<file path="src/rtl/lsu_pkg.sv">
// Shared definitions for the load/store unit: funct3 encodings, FSM states, lane sizes
// and the request-legality helpers used at acceptance.
package lsu_pkg;

  localparam logic [2:0] F3_B  = 3'b000;
  localparam logic [2:0] F3_H  = 3'b001;
  localparam logic [2:0] F3_W  = 3'b010;
  localparam logic [2:0] F3_BU = 3'b100;
  localparam logic [2:0] F3_HU = 3'b101;

  localparam int BYTE_W = 8;
  localparam int HALF_W = 16;

  typedef enum logic [2:0] {
    ST_IDLE,
    ST_READ,
    ST_RMW_RD,
    ST_RMW_WR,
    ST_WRITE,
    ST_RESP
  } lsu_state_e;

  // Unsigned sub-word widths only exist for loads.
  function automatic logic f3_illegal(input logic is_store, input logic [2:0] f3);
    case (f3)
      F3_B, F3_H, F3_W: return 1'b0;
      F3_BU, F3_HU:     return is_store;
      default:          return 1'b1;
    endcase
  endfunction

  function automatic logic f3_misaligned(input logic [2:0] f3, input logic [1:0] byte_off);
    case (f3)
      F3_H, F3_HU: return byte_off[0];
      F3_W:        return |byte_off;
      default:     return 1'b0;
    endcase
  endfunction

endpackage

</file>
<file path="src/rtl/lsu_lane_align.sv">
// Combinational lane logic: extracts and extends a load lane from a word, and merges a
// store lane into a word for read-modify-write.
module lsu_lane_align
  import lsu_pkg::*;
#(
  parameter int WORDSIZE = 32
) (
  input  logic [2:0]          funct3,
  input  logic [1:0]          byte_off,
  input  logic [WORDSIZE-1:0] rd_word,
  input  logic [WORDSIZE-1:0] st_data,
  output logic [WORDSIZE-1:0] ld_data,
  output logic [WORDSIZE-1:0] merged_word
);

  logic [BYTE_W-1:0] sel_byte;
  logic [HALF_W-1:0] sel_half;

  always_comb begin
    sel_byte = rd_word[{byte_off, 3'b000} +: BYTE_W];
    sel_half = rd_word[{byte_off[1], 4'b0000} +: HALF_W];

    case (funct3)
      F3_B:    ld_data = {{(WORDSIZE-BYTE_W){sel_byte[BYTE_W-1]}}, sel_byte};
      F3_H:    ld_data = {{(WORDSIZE-HALF_W){sel_half[HALF_W-1]}}, sel_half};
      F3_BU:   ld_data = {{(WORDSIZE-BYTE_W){1'b0}}, sel_byte};
      F3_HU:   ld_data = {{(WORDSIZE-HALF_W){1'b0}}, sel_half};
      default: ld_data = rd_word;
    endcase

    merged_word = rd_word;
    case (funct3)
      F3_B:    merged_word[{byte_off, 3'b000} +: BYTE_W] = st_data[BYTE_W-1:0];
      F3_H:    merged_word[{byte_off[1], 4'b0000} +: HALF_W] = st_data[HALF_W-1:0];
      default: merged_word = st_data;
    endcase
  end

endmodule

</file>
<file path="src/rtl/load_store_unit.sv">
// Data-memory initiator: one request at a time, word-granular memory access, sub-word
// loads extracted/extended here and sub-word stores done as read-modify-write.
module load_store_unit
  import lsu_pkg::*;
#(
  parameter int WORDSIZE = 32,
  parameter int ADDRSIZE = 5
) (
  input  logic                clk,
  input  logic                reset,
  input  logic                req_valid,
  output logic                req_ready,
  input  logic                req_write,
  input  logic [2:0]          req_funct3,
  input  logic [WORDSIZE-1:0] req_addr,
  input  logic [WORDSIZE-1:0] req_wdata,
  output logic                resp_valid,
  output logic [WORDSIZE-1:0] resp_rdata,
  output logic                resp_err,
  output logic                mem_read,
  output logic                mem_write,
  output logic [WORDSIZE-1:0] mem_addr,
  output logic [WORDSIZE-1:0] mem_wdata,
  input  logic [WORDSIZE-1:0] mem_rdata
);

  lsu_state_e          state_q, state_d;
  logic [WORDSIZE-1:0] addr_q, addr_d;
  logic [WORDSIZE-1:0] wdata_q, wdata_d;
  logic [WORDSIZE-1:0] buf_q, buf_d;
  logic [WORDSIZE-1:0] resp_rdata_q, resp_rdata_d;
  logic [2:0]          funct3_q, funct3_d;
  logic                write_q, write_d;
  logic                resp_err_q, resp_err_d;

  logic [WORDSIZE-1:0] align_word;
  logic [WORDSIZE-1:0] ld_data;
  logic [WORDSIZE-1:0] merged_word;
  logic                out_of_range;
  logic                req_bad;

  assign out_of_range = |req_addr[WORDSIZE-1:ADDRSIZE+2];
  assign req_bad      = f3_illegal(req_write, req_funct3)
                      || f3_misaligned(req_funct3, req_addr[1:0])
                      || out_of_range;

  // Loads extract straight from the live read word; the merge works on the captured buffer.
  assign align_word = (state_q == ST_READ) ? mem_rdata : buf_q;

  lsu_lane_align #(
    .WORDSIZE(WORDSIZE)
  ) u_lane_align (
    .funct3      (funct3_q),
    .byte_off    (addr_q[1:0]),
    .rd_word     (align_word),
    .st_data     (wdata_q),
    .ld_data     (ld_data),
    .merged_word (merged_word)
  );

  // NOTE: every output of this block gets a default first so no path leaves a latch.
  always_comb begin
    state_d      = state_q;
    addr_d       = addr_q;
    wdata_d      = wdata_q;
    funct3_d     = funct3_q;
    write_d      = write_q;
    buf_d        = buf_q;
    resp_rdata_d = resp_rdata_q;
    resp_err_d   = resp_err_q;
    req_ready    = 1'b0;
    resp_valid   = 1'b0;
    mem_read     = 1'b0;
    mem_write    = 1'b0;
    mem_wdata    = '0;

    case (state_q)
      ST_IDLE: begin
        req_ready = 1'b1;
        if (req_valid) begin
          addr_d   = req_addr;
          wdata_d  = req_wdata;
          funct3_d = req_funct3;
          write_d  = req_write;
          if (req_bad) begin
            resp_err_d   = 1'b1;
            resp_rdata_d = '0;
            state_d      = ST_RESP;
          end else if (!req_write) begin
            state_d = ST_READ;
          end else if (req_funct3 == F3_W) begin
            state_d = ST_WRITE;
          end else begin
            state_d = ST_RMW_RD;
          end
        end
      end
      ST_READ: begin
        mem_read     = 1'b1;
        buf_d        = mem_rdata;
        resp_rdata_d = ld_data;
        resp_err_d   = 1'b0;
        state_d      = ST_RESP;
      end
      ST_RMW_RD: begin
        mem_read = 1'b1;
        buf_d    = mem_rdata;
        state_d  = ST_RMW_WR;
      end
      ST_RMW_WR: begin
        mem_write    = 1'b1;
        mem_wdata    = merged_word;
        resp_rdata_d = '0;
        resp_err_d   = 1'b0;
        state_d      = ST_RESP;
      end
      ST_WRITE: begin
        mem_write    = 1'b1;
        mem_wdata    = wdata_q;
        resp_rdata_d = '0;
        resp_err_d   = 1'b0;
        state_d      = ST_RESP;
      end
      ST_RESP: begin
        resp_valid = 1'b1;
        state_d    = ST_IDLE;
      end
      default: state_d = ST_IDLE;
    endcase
  end

  // NOTE: state registers use non-blocking assignments so every flop samples pre-edge values.
  always_ff @(posedge clk) begin
    if (reset) begin
      state_q      <= ST_IDLE;
      addr_q       <= '0;
      wdata_q      <= '0;
      funct3_q     <= '0;
      write_q      <= 1'b0;
      buf_q        <= '0;
      resp_rdata_q <= '0;
      resp_err_q   <= 1'b0;
    end else begin
      state_q      <= state_d;
      addr_q       <= addr_d;
      wdata_q      <= wdata_d;
      funct3_q     <= funct3_d;
      write_q      <= write_d;
      buf_q        <= buf_d;
      resp_rdata_q <= resp_rdata_d;
      resp_err_q   <= resp_err_d;
    end
  end

  assign mem_addr   = {2'b00, addr_q[WORDSIZE-1:2]};
  assign resp_rdata = resp_rdata_q;
  assign resp_err   = resp_err_q;

endmodule

</file>
<file path="config.mk">
export PLATFORM = sky130hd
export DESIGN_NAME = load_store_unit
export DESIGN_NICKNAME = d
export VERILOG_FILES = /design/src/rtl/lsu_pkg.sv /design/src/rtl/lsu_lane_align.sv /design/src/rtl/load_store_unit.sv
export SDC_FILE = /design/constraint.sdc
export NUM_CORES = 1
export LEC_CHECK = 0
export BUFFER_PORTS_ARGS = -buffer_cell sky130_fd_sc_hd__buf_2
export CAP_MARGIN = 20
export CORE_AREA = 3 3 127 160
export DETAILED_ROUTE_END_ITERATION = 8
export DIE_AREA = 0 0 130 163
export PLACE_DENSITY = 0.58
export SYNTH_ARGS = -nofsm -noshare
export SYNTH_HDL_FRONTEND = slang
export SYNTH_SLANG_ARGS = --single-unit
</file>
<file path="constraint.sdc">
create_clock -name clk -period 7.1 [get_ports clk]
set_clock_uncertainty 0.1 [all_clocks]
set_input_delay 1.42 -clock clk [delete_from_list [all_inputs] [get_ports clk]]
set_output_delay 1.42 -clock clk [all_outputs]
set_load 0.05 [all_outputs]
</file>
==> impl_metrics.env, run 1 <==
export IMPL_status="complete, no violations"
export IMPL_yosys_top_cells_area="dfxtp_1, nand2_1, a21oi_1"
export IMPL_synth_area_leader_cell="dfxtp_1"
export IMPL_leakagePower_nw=3.41
export IMPL_drive_gt1_frac=0.255
export IMPL_worst_path_max_delay_cell="dfxtp_1"
export IMPL_drcViolationCount=0
export IMPL_hold_class="reg2reg"
export IMPL_final_period_utilization=0.712
export IMPL_cpLargestDelayFamily="simple AND/OR/NAND/NOR gates"
export IMPL_critPathCaptureType="primary output"
export IMPL_io_pins=204
export IMPL_synth_cell_types=48
export IMPL_place_worst_setup_slack_ns=2.55
export IMPL_whs_ns=0.350
export IMPL_route_vias_total=6434
export IMPL_grt_usage=0.205
export IMPL_period_minus_slack_ns=5.05
export IMPL_cts_tree="yes"
export IMPL_nets=1088
export IMPL_synth_area_um2=6600
export IMPL_slowest_delay_ns=0.68
export IMPL_grt_antenna_before_repair=0
export IMPL_root_buffer="clkbuf_16"
export IMPL_worstPathArrival_ns=3.53
export IMPL_drv_cap=0
export IMPL_syn_area_per_cell_um2=7.87
export IMPL_overflow=0
export IMPL_synth_edff_count=0
export IMPL_post_route_util=0.431
export IMPL_yosys_warnings=0
export IMPL_crit_start="addr_q[1]"
export IMPL_max_vdd_ir_drop_uv=193
export IMPL_core_area_um2=18800
export IMPL_grt_pass1_wl_um=34000
export IMPL_initial_core_util=0.350
export IMPL_gp_congestion=0.832
export IMPL_multi_input_area_um2=3400
export IMPL_postCtsHoldBufs=0
export IMPL_power_density_nw_per_um2=363
export IMPL_die_h_um=163
export IMPL_critical_path_cell_chain="inv_2 -> ha_1 -> nor4bb_1 -> mux2_2 -> o2bb2ai_1 -> a21oi_1 -> nor2_1 -> buf_2"
export IMPL_setup_violations=0
export IMPL_critical_path_startpoint_type="register"
export IMPL_critPathMaxFanout=19
export IMPL_hp_start="addr_q[18]"
export IMPL_r2r_start="state_q[0]"
export IMPL_dpl_instance_area_um2=7480
export IMPL_post_cts_resized=0
export IMPL_fp_row_count=56
export IMPL_power_mw=2.95
export IMPL_drt_iter0_drc=440
export IMPL_die_area_um2=21200
export IMPL_timing_slew_headroom=0.256
export IMPL_slew_viol_final=0
export IMPL_drtPass1Iterations=5
export IMPL_cts_made_buffers=17
export IMPL_nFillCells=1956
export IMPL_cts_sinks=135
export IMPL_fin_setup_tns_ns=0
export IMPL_fin_cells=1224
export IMPL_synth_seq_cells=135
export IMPL_critical_path_class="reg2out"
export IMPL_synthFlopType="dfxtp_1"
export IMPL_placed_cells_incl_taps=1192
export IMPL_grt_pass1_vias=6107
export IMPL_area_growth_pct=23.1
export IMPL_worst_pin_slew_ns=1.11
export IMPL_antennaDiodeCount=0
export IMPL_register_area_um2=2700
export IMPL_fmax_mhz=198
export IMPL_clockBufferDepth=2
export IMPL_design_area_um2=8120
export IMPL_syn_inst=838
export IMPL_cts_setup_buffers=0
export IMPL_portBuffers=201
export IMPL_grt_max_degree=69
export IMPL_routed_wirelength_um=21900
export IMPL_postLayoutSetupSlackWorst_ns=2.05
export IMPL_ant_nets=0
export IMPL_critPathBufInv=2
export IMPL_clk_pin_slew_ns=0.06
export IMPL_post_dp_hpwl_um=15900
export IMPL_die_width_um=130
export IMPL_htree_levels=4
export IMPL_hold_viol=0
export IMPL_routed_via_density=5.26
export IMPL_yosysTopAreaCellShare=0.410
export IMPL_wl_per_cell_um=17.9
export IMPL_yosysSeqAreaShare=0.410
export IMPL_grt_setup_unrepaired="false"
export IMPL_required_ns=5.58
export IMPL_clock_latency_ns=0.42
export IMPL_ys_async_sr_fraction=0
==> Yosys cell counts (2+ instances only) <==
library cell,instances
a2111oi_0,2
a211oi_1,4
a21oi_1,116
a221oi_1,18
a22o_1,25
a2bb2oi_1,8
and3_1,2
buf_1,8
buf_2,4
buf_4,32
buf_6,4
clkbuf_1,39
dfxtp_1,135
ha_1,5
inv_1,8
mux2i_1,32
mux4_2,3
nand2_1,235
nand2b_1,18
nand3_1,5
nand4_1,3
nor2_1,37
nor2b_1,4
nor3_1,6
nor4_1,6
o21ai_0,24
o21ai_1,4
o221ai_1,7
o22ai_1,2
o2bb2ai_1,24
==> logic make-up (layout without fill, tap and decap cells) <==
kind of cell / after synthesis / count (layout) / share of synthesized area
and+or+nand+nor: 324 / 324 / 0.205
AOI/OAI and AO/OA: 241 / 241 / 0.237
DFF: 135 / 135 / 0.410
buffers and inverters: 96 / 249 / 0.0781
muxes: 36 / 36 / 0.0605
adders and majority gates: 5 / 5 / 0.00948
other: 1 / 2 / 0.000568
==> where the power goes <==
| part | internal (mW) | leakage (nW) | total (mW) | switching [mW] |
|---|---|---|---|---|
| registers | 0.875 | 1.10 | 0.965 | 0.0901 |
| clock network | 0.565 | 0.290 | 0.924 | 0.360 |
| logic | 0.304 | 2.01 | 1.06 | 0.752 |
==> state kept, by name (all words and copies together), names as in the netlist <==
signal and flops:
buf_q 32, funct3_q 3, addr_q 32, resp_err 1, resp_rdata 32, state_q 3
wdata_q 32
==> worst reg2reg max path: stages (launching register included) <==
cell     delay [ns]
dfxtp_1        0.45
nor3b_2        0.21
buf_4          0.46
mux4_2         0.64
a32o_1         0.43
o21a_4         0.34
a22o_1         0.21
==> final cells by class <==
type	instances	share of cell area
Tap cell	232	0.0357
Timing Repair Buffer	209	0.134
Inverter	9	0.00416
Clock inverter	13	0.0210
Sequential cell	135	0.333
Multi-Input combinational cell	608	0.418
Clock buffer	18	0.0541
==> path summary, 6_finish.rpt <==
kind	slack (ns)	cells after the start	endpoint
min reg2reg	0.35	2	addr_q[18]
min	0.35	2	addr_q[18]
max	2.05	8	mem_wdata[22]
max reg2reg	4.16	6	resp_rdata[30]
==> cells in the final DEF (no fill, tap or decap), drive strengths merged, types with 2 or more instances in the layout <==
cell type	instances
nor4	6
o221ai	7
buf	209
a2bb2oi	8
o22ai	2
a211oi	4
nand3	5
nor2	37
nand2	235
inv	13
and3	2
nand4	3
nor3	6
a2111oi	2
clkinv	3
a22o	25
clkinvlp	3
mux2i	32
conb	2
clkbuf	18
o21ai	28
dfxtp	135
bufinv	3
nor2b	4
o2bb2ai	24
mux4	3
a221oi	18
a21oi	116
ha	5
nand2b	18
==> metal layers <==
| layer | GRT usage | wire length (µm) | up-vias |
|---|---|---|---|
| li1 | - | - | 3177 |
| met1 | 0.272 | 9710 | 3030 |
| met2 | 0.332 | 10500 | 205 |
| met3 | 0.0505 | 1320 | 22 |
| met4 | 0.0572 | 360 | 0 |
| met5 | 0 | 0 | - |
Power figures use the tool's default switching activity.
==> inputs of run 2 (changes only) <==
ABC_AREA = 1   (was not set)
CORE_AREA = 3 3 134 168   (was 3 3 127 160)
DIE_AREA = 0 0 137 171   (was 0 0 130 163)
PLACE_DENSITY = 0.59   (was 0.58)
clock period = 4.45 ns   (was 7.1 ns; I/O delays follow)
==> impl_metrics.env, run 2 <==
export IMPL_required_ns=3.46
export IMPL_top_layer="met5"
export IMPL_io_pins=204
export IMPL_postCtsHoldBufs=0
export IMPL_critical_path_cell_chain="buf_4 -> inv_2 -> ha_1 -> inv_1 -> nand3_1 -> o32ai_1 -> a21oi_1 -> o22ai_1 -> buf_2"
export IMPL_yosysTopAreaCellShare=0.369
export IMPL_critPathBufInv=4
export IMPL_fin_setup_tns_ns=0
export IMPL_die_area_um2=23400
export IMPL_post_dp_hpwl_um=18800
export IMPL_htree_levels=4
export IMPL_routed_wl_met3_um=1320
export IMPL_syn_inst=1078
export IMPL_status="complete, no violations"
export IMPL_final_period_utilization=0.869
export IMPL_worst_pin_slew_ns=0.844
export IMPL_routed_wirelength_um=25300
export IMPL_final_common_cell="buf_2"
export IMPL_die_h_um=171
export IMPL_timing_slew_headroom=0.438
export IMPL_nFillCells=2257
export IMPL_drcViolationCount=0
export IMPL_layout_common_cells="buf_2, nand2_1, o21ai_0"
export IMPL_whs_ns=0.373
export IMPL_portBuffers=201
export IMPL_grt_pass1_vias=7183
export IMPL_post_cts_resized=0
export IMPL_cts_made_buffers=17
export IMPL_period_minus_slack_ns=3.87
export IMPL_grt_pass1_wl_um=38800
export IMPL_grt_antenna_before_repair=2
export IMPL_place_worst_setup_slack_ns=1.07
export IMPL_clock_latency_ns=0.42
export IMPL_routedLengthMet1_um=11100
export IMPL_grt_usage=0.212
export IMPL_slowest_delay_ns=0.40
export IMPL_drtPass1Iterations=6
export IMPL_post_route_util=0.419
export IMPL_leakagePower_nw=4.05
export IMPL_antennaDiodeCount=0
export IMPL_synth_edff_count=0
export IMPL_root_buffer="clkbuf_16"
export IMPL_synth_area_leader_cell="dfxtp_1"
export IMPL_synth_area_um2=7320
export IMPL_synthFlopType="dfxtp_1"
export IMPL_critPathCaptureType="primary output"
export IMPL_synth_common_cells="nand2_1, o21ai_0, a21oi_1, dfxtp_1, nor2_1"
export IMPL_synth_cell_types=35
export IMPL_slew_viol_final=0
export IMPL_synth_seq_cells=135
export IMPL_critical_path_class="reg2out"
export IMPL_max_vdd_ir_drop_uv=270
export IMPL_cts_tree="yes"
export IMPL_drive_gt1_frac=0.242
export IMPL_nets=1323
export IMPL_worst_path_max_delay_cell="ha_1"
export IMPL_cts_setup_buffers=0
export IMPL_hold_class="reg2reg"
export IMPL_fmax_mhz=259
export IMPL_gp_congestion=0.877
export IMPL_cpLargestDelayFamily="buffers and inverters"
export IMPL_routed_via_density=5.07
export IMPL_critical_path_startpoint_type="register"
export IMPL_postLayoutSetupSlackWorst_ns=0.582
export IMPL_grt_setup_unrepaired="false"
export IMPL_cts_sinks=135
export IMPL_grt_max_degree=70
export IMPL_initial_core_util=0.349
export IMPL_route_vias_total=7619
export IMPL_core_area_um2=21000
export IMPL_worstPathArrival_ns=2.88
export IMPL_dpl_instance_area_um2=8210
export IMPL_syn_area_per_cell_um2=6.79
export IMPL_wl_per_cell_um=16.8
export IMPL_ys_async_sr_fraction=0
export IMPL_synth_most_common_cell="nand2_1"
export IMPL_yosys_top_cells_area="dfxtp_1, o21ai_0, a21oi_1"
export IMPL_overflow=0
export IMPL_drv_cap=0
export IMPL_clockBufferDepth=2
export IMPL_drt_iter0_drc=634
export IMPL_critPathMaxFanout=27
export IMPL_fp_row_count=59
export IMPL_area_growth_pct=20.0
export IMPL_yosys_warnings=0
export IMPL_design_area_um2=8790
export IMPL_clk_pin_slew_ns=0.06
export IMPL_wl_met2_um=12300
export IMPL_ant_nets=0
export IMPL_hold_viol=0
export IMPL_setup_violations=0
export IMPL_power_density_nw_per_um2=487
export IMPL_die_width_um=137
export IMPL_yosysSeqAreaShare=0.369
==> run 2: cell count changes after synthesis, moves of 15 or more <==
cell       previous run  this run
a21oi_1             116       139
a22o_1               25         0
o22ai_1               2        19
o2bb2ai_1            24         0
nand3_1               5        80
inv_1                 8        84
a221oi_1             18         0
nor2_1               37       104
mux2i_1              32         0
o21ai_0              24       147
buf_2                 4        19
nand2b_1             18         0
nand2_2               0        15
nand2_1             235       172
==> run 2: worst register-to-register path, stage by stage (launching register included) <==
cell,delay (ns)
dfxtp_1,0.34
inv_2,0.16
nand3_4,0.52
buf_4,0.41
nand2_1,0.25
buf_4,0.50
o21ai_0,0.19
a21oi_1,0.15
==> run 2: per-stage QoR <==
step / instances / power, mW
final: 1502 / 4.28
after floorplan: 1079 / 2.57
after CTS: 1502 / 4.31
after detailed placement: 1470 / 2.89
after global placement: 1470 / 2.88
after global routing: 1502 / 4.51
==> run 2: area by class of cell <==
type / count / area (µm²) / share of cell area
multi-input cells: 752 / 3700 / 0.421
flip-flops and latches: 135 / 2700 / 0.308
inverters: 96 / 362 / 0.0412
well taps: 274 / 343 / 0.0390
repair buffers: 213 / 1100 / 0.125
clock buffers: 19 / 433 / 0.0493
clock inverters: 13 / 149 / 0.0169
==> run 2: metal layers <==
metal,track usage,vias up
li1,-,3845
met1,0.275,3505
met2,0.351,226
met3,0.0409,39
met4,0.0725,4
met5,0,-
==> run 2: final timing paths <==
kind	start	endpoint	slack [ns]	depth (start not counted)
max	addr_q[1]	mem_wdata[31]	0.58	9
min reg2reg	wdata_q[21]	wdata_q[21]	0.37	2
max reg2reg	state_q[2]	buf_q[10]	1.77	7
min	wdata_q[21]	wdata_q[21]	0.37	2
==> run 2: logic make-up after synthesis <==
| family | synth area share |
|---|---|
| AOI/OAI and AO/OA | 0.254 |
| adders and majority gates | 0.00854 |
| buffers and inverters | 0.126 |
| DFF | 0.369 |
| other | 0.000512 |
| and+or+nand+nor | 0.242 |
==> run 2: report_power, final <==
part	internal, mW	switching (mW)	leakage, nW
Clock	0.832	0.579	0.275
Combinational	0.360	1.07	2.66
Sequential	1.37	0.0764	1.11
==> inputs of run 3 (changes only) <==
PLACE_DENSITY = 0.57   (was 0.59)
==> impl_metrics.env, run 3 (synthesis results as in run 2) <==
export IMPL_design_area_um2=8790
export IMPL_drive_gt1_frac=0.242
export IMPL_status="complete, no violations"
export IMPL_power_density_nw_per_um2=491
export IMPL_route_vias_total=7674
export IMPL_io_pins=204
export IMPL_fin_setup_tns_ns=0
export IMPL_hold_class="reg2reg"
export IMPL_slew_viol_final=0
export IMPL_core_area_um2=21000
export IMPL_hold_viol=0
export IMPL_cpLargestDelayFamily="buffers and inverters"
export IMPL_grt_pass1_wl_um=38300
export IMPL_required_ns=3.46
export IMPL_cts_setup_buffers=0
export IMPL_gp_congestion=0.893
export IMPL_timing_slew_headroom=0.471
export IMPL_crit_top_cell="nand4_1"
export IMPL_die_area_um2=23400
export IMPL_drt_iter0_drc=710
export IMPL_grt_pass1_vias=6945
export IMPL_htree_levels=4
export IMPL_critical_path_cell_chain="buf_4 -> inv_2 -> ha_1 -> inv_1 -> nand4_1 -> nand4_1 -> nand2_1 -> o21ai_0 -> buf_2"
export IMPL_fmax_mhz=258
export IMPL_critical_path_class="reg2out"
export IMPL_initial_core_util=0.349
export IMPL_critPathBufInv=4
export IMPL_portBuffers=201
export IMPL_drv_cap=0
export IMPL_drcViolationCount=0
export IMPL_place_worst_setup_slack_ns=1.09
export IMPL_nFillCells=2282
export IMPL_postLayoutSetupSlackWorst_ns=0.581
export IMPL_wl_per_cell_um=16.9
export IMPL_die_width_um=137
export IMPL_routed_via_density=5.11
export IMPL_final_period_utilization=0.870
export IMPL_period_minus_slack_ns=3.87
export IMPL_area_growth_pct=20.0
export IMPL_dpl_instance_area_um2=8190
export IMPL_worst_pin_slew_ns=0.794
export IMPL_grt_setup_unrepaired="false"
export IMPL_cts_made_buffers=17
export IMPL_leakagePower_nw=4.05
export IMPL_post_cts_resized=0
export IMPL_routed_wirelength_um=25400
export IMPL_post_dp_hpwl_um=18800
export IMPL_grt_usage=0.210
export IMPL_grt_antenna_before_repair=1
export IMPL_critical_path_startpoint_type="register"
export IMPL_slowest_delay_ns=0.38
export IMPL_drtPass1Iterations=5
export IMPL_critPathMaxFanout=27
export IMPL_placed_cells_incl_taps=1468
export IMPL_critPathCaptureType="primary output"
export IMPL_die_h_um=171
export IMPL_root_buffer="clkbuf_16"
export IMPL_clock_latency_ns=0.43
export IMPL_overflow=0
export IMPL_clockBufferDepth=2
export IMPL_ant_nets=0
export IMPL_final_common_cell="buf_2"
export IMPL_worst_path_max_delay_cell="inv_2"
export IMPL_post_route_util=0.419
export IMPL_fp_row_count=59
export IMPL_grt_max_degree=64
export IMPL_worstPathArrival_ns=2.88
export IMPL_clk_pin_slew_ns=0.07
export IMPL_fin_cells=1501
export IMPL_cts_sinks=135
export IMPL_postCtsHoldBufs=0
export IMPL_cts_tree="yes"
export IMPL_layout_common_cells="buf_2, nand2_1, o21ai_0"
export IMPL_nets=1321
export IMPL_max_vdd_ir_drop_uv=292
export IMPL_setup_violations=0
[run 3: changes by cell type in the layout (fill, tap and decap cells not counted)]
| cell | previous run | this run |
|---|---|---|
| buf_4 | 12 | 10 |
| clkbuf_1 | 2 | 0 |
| clkbuf_8 | 0 | 2 |
| clkinv_4 | 4 | 3 |
| diode_2 | 0 | 1 |
| inv_2 | 10 | 11 |
[run 3: worst paths after layout]
path         slack, ns        endpoint  cells after the start        start
min reg2reg       0.37     wdata_q[19]                      2  wdata_q[19]
max               0.58    mem_wdata[4]                      9    addr_q[1]
max reg2reg       1.94  resp_rdata[17]                     11   state_q[1]
min               0.37     wdata_q[19]                      2  wdata_q[19]
[run 3: stage by stage]
stage	hold slack (ns)	total power [mW]
2_1_floorplan	0.330	2.57
3_3_place_gp	0.361	2.88
3_5_place_dp	0.364	2.88
4_1_cts	0.374	4.35
5_1_grt	0.390	4.54
6_report	0.372	4.31
[run 3: area by class of cell]
type	instances	area (µm²)	share of cell area
clock inverter	13	145	0.0165
tap	274	343	0.0390
clock buffer	19	453	0.0515
antenna	1	2.50	0.000285
sequential	135	2700	0.307
timing repair buffer	211	1080	0.123
multi-input combinational	752	3700	0.421
inverter	96	360	0.0410
[run 3: routing by layer]
layer	global-route usage	up-vias	wire, µm
met2	0.340	254	11900
met3	0.0359	44	1540
met4	0.0781	0	758
met5	0	-	0
li1	-	3843	-
met1	0.279	3533	11100
[run 3: power breakdown]
group / switching [mW] / internal [mW] / total (mW) / leakage [nW]
combinational: 1.07 / 0.357 / 1.42 / 2.65
sequential: 0.0770 / 1.37 / 1.44 / 1.11
clock: 0.586 / 0.860 / 1.45 / 0.286
total: 1.73 / 2.58 / 4.31 / 4.05
[run 3: worst reg2reg max path, delay by kind of cell (launching register included)]
family | cells | cell delay [ns]
DFF | 1 | 0.43
and+or+nand+nor | 7 | 1.17
buffers and inverters | 2 | 0.44
AOI/OAI and AO/OA | 2 | 0.31
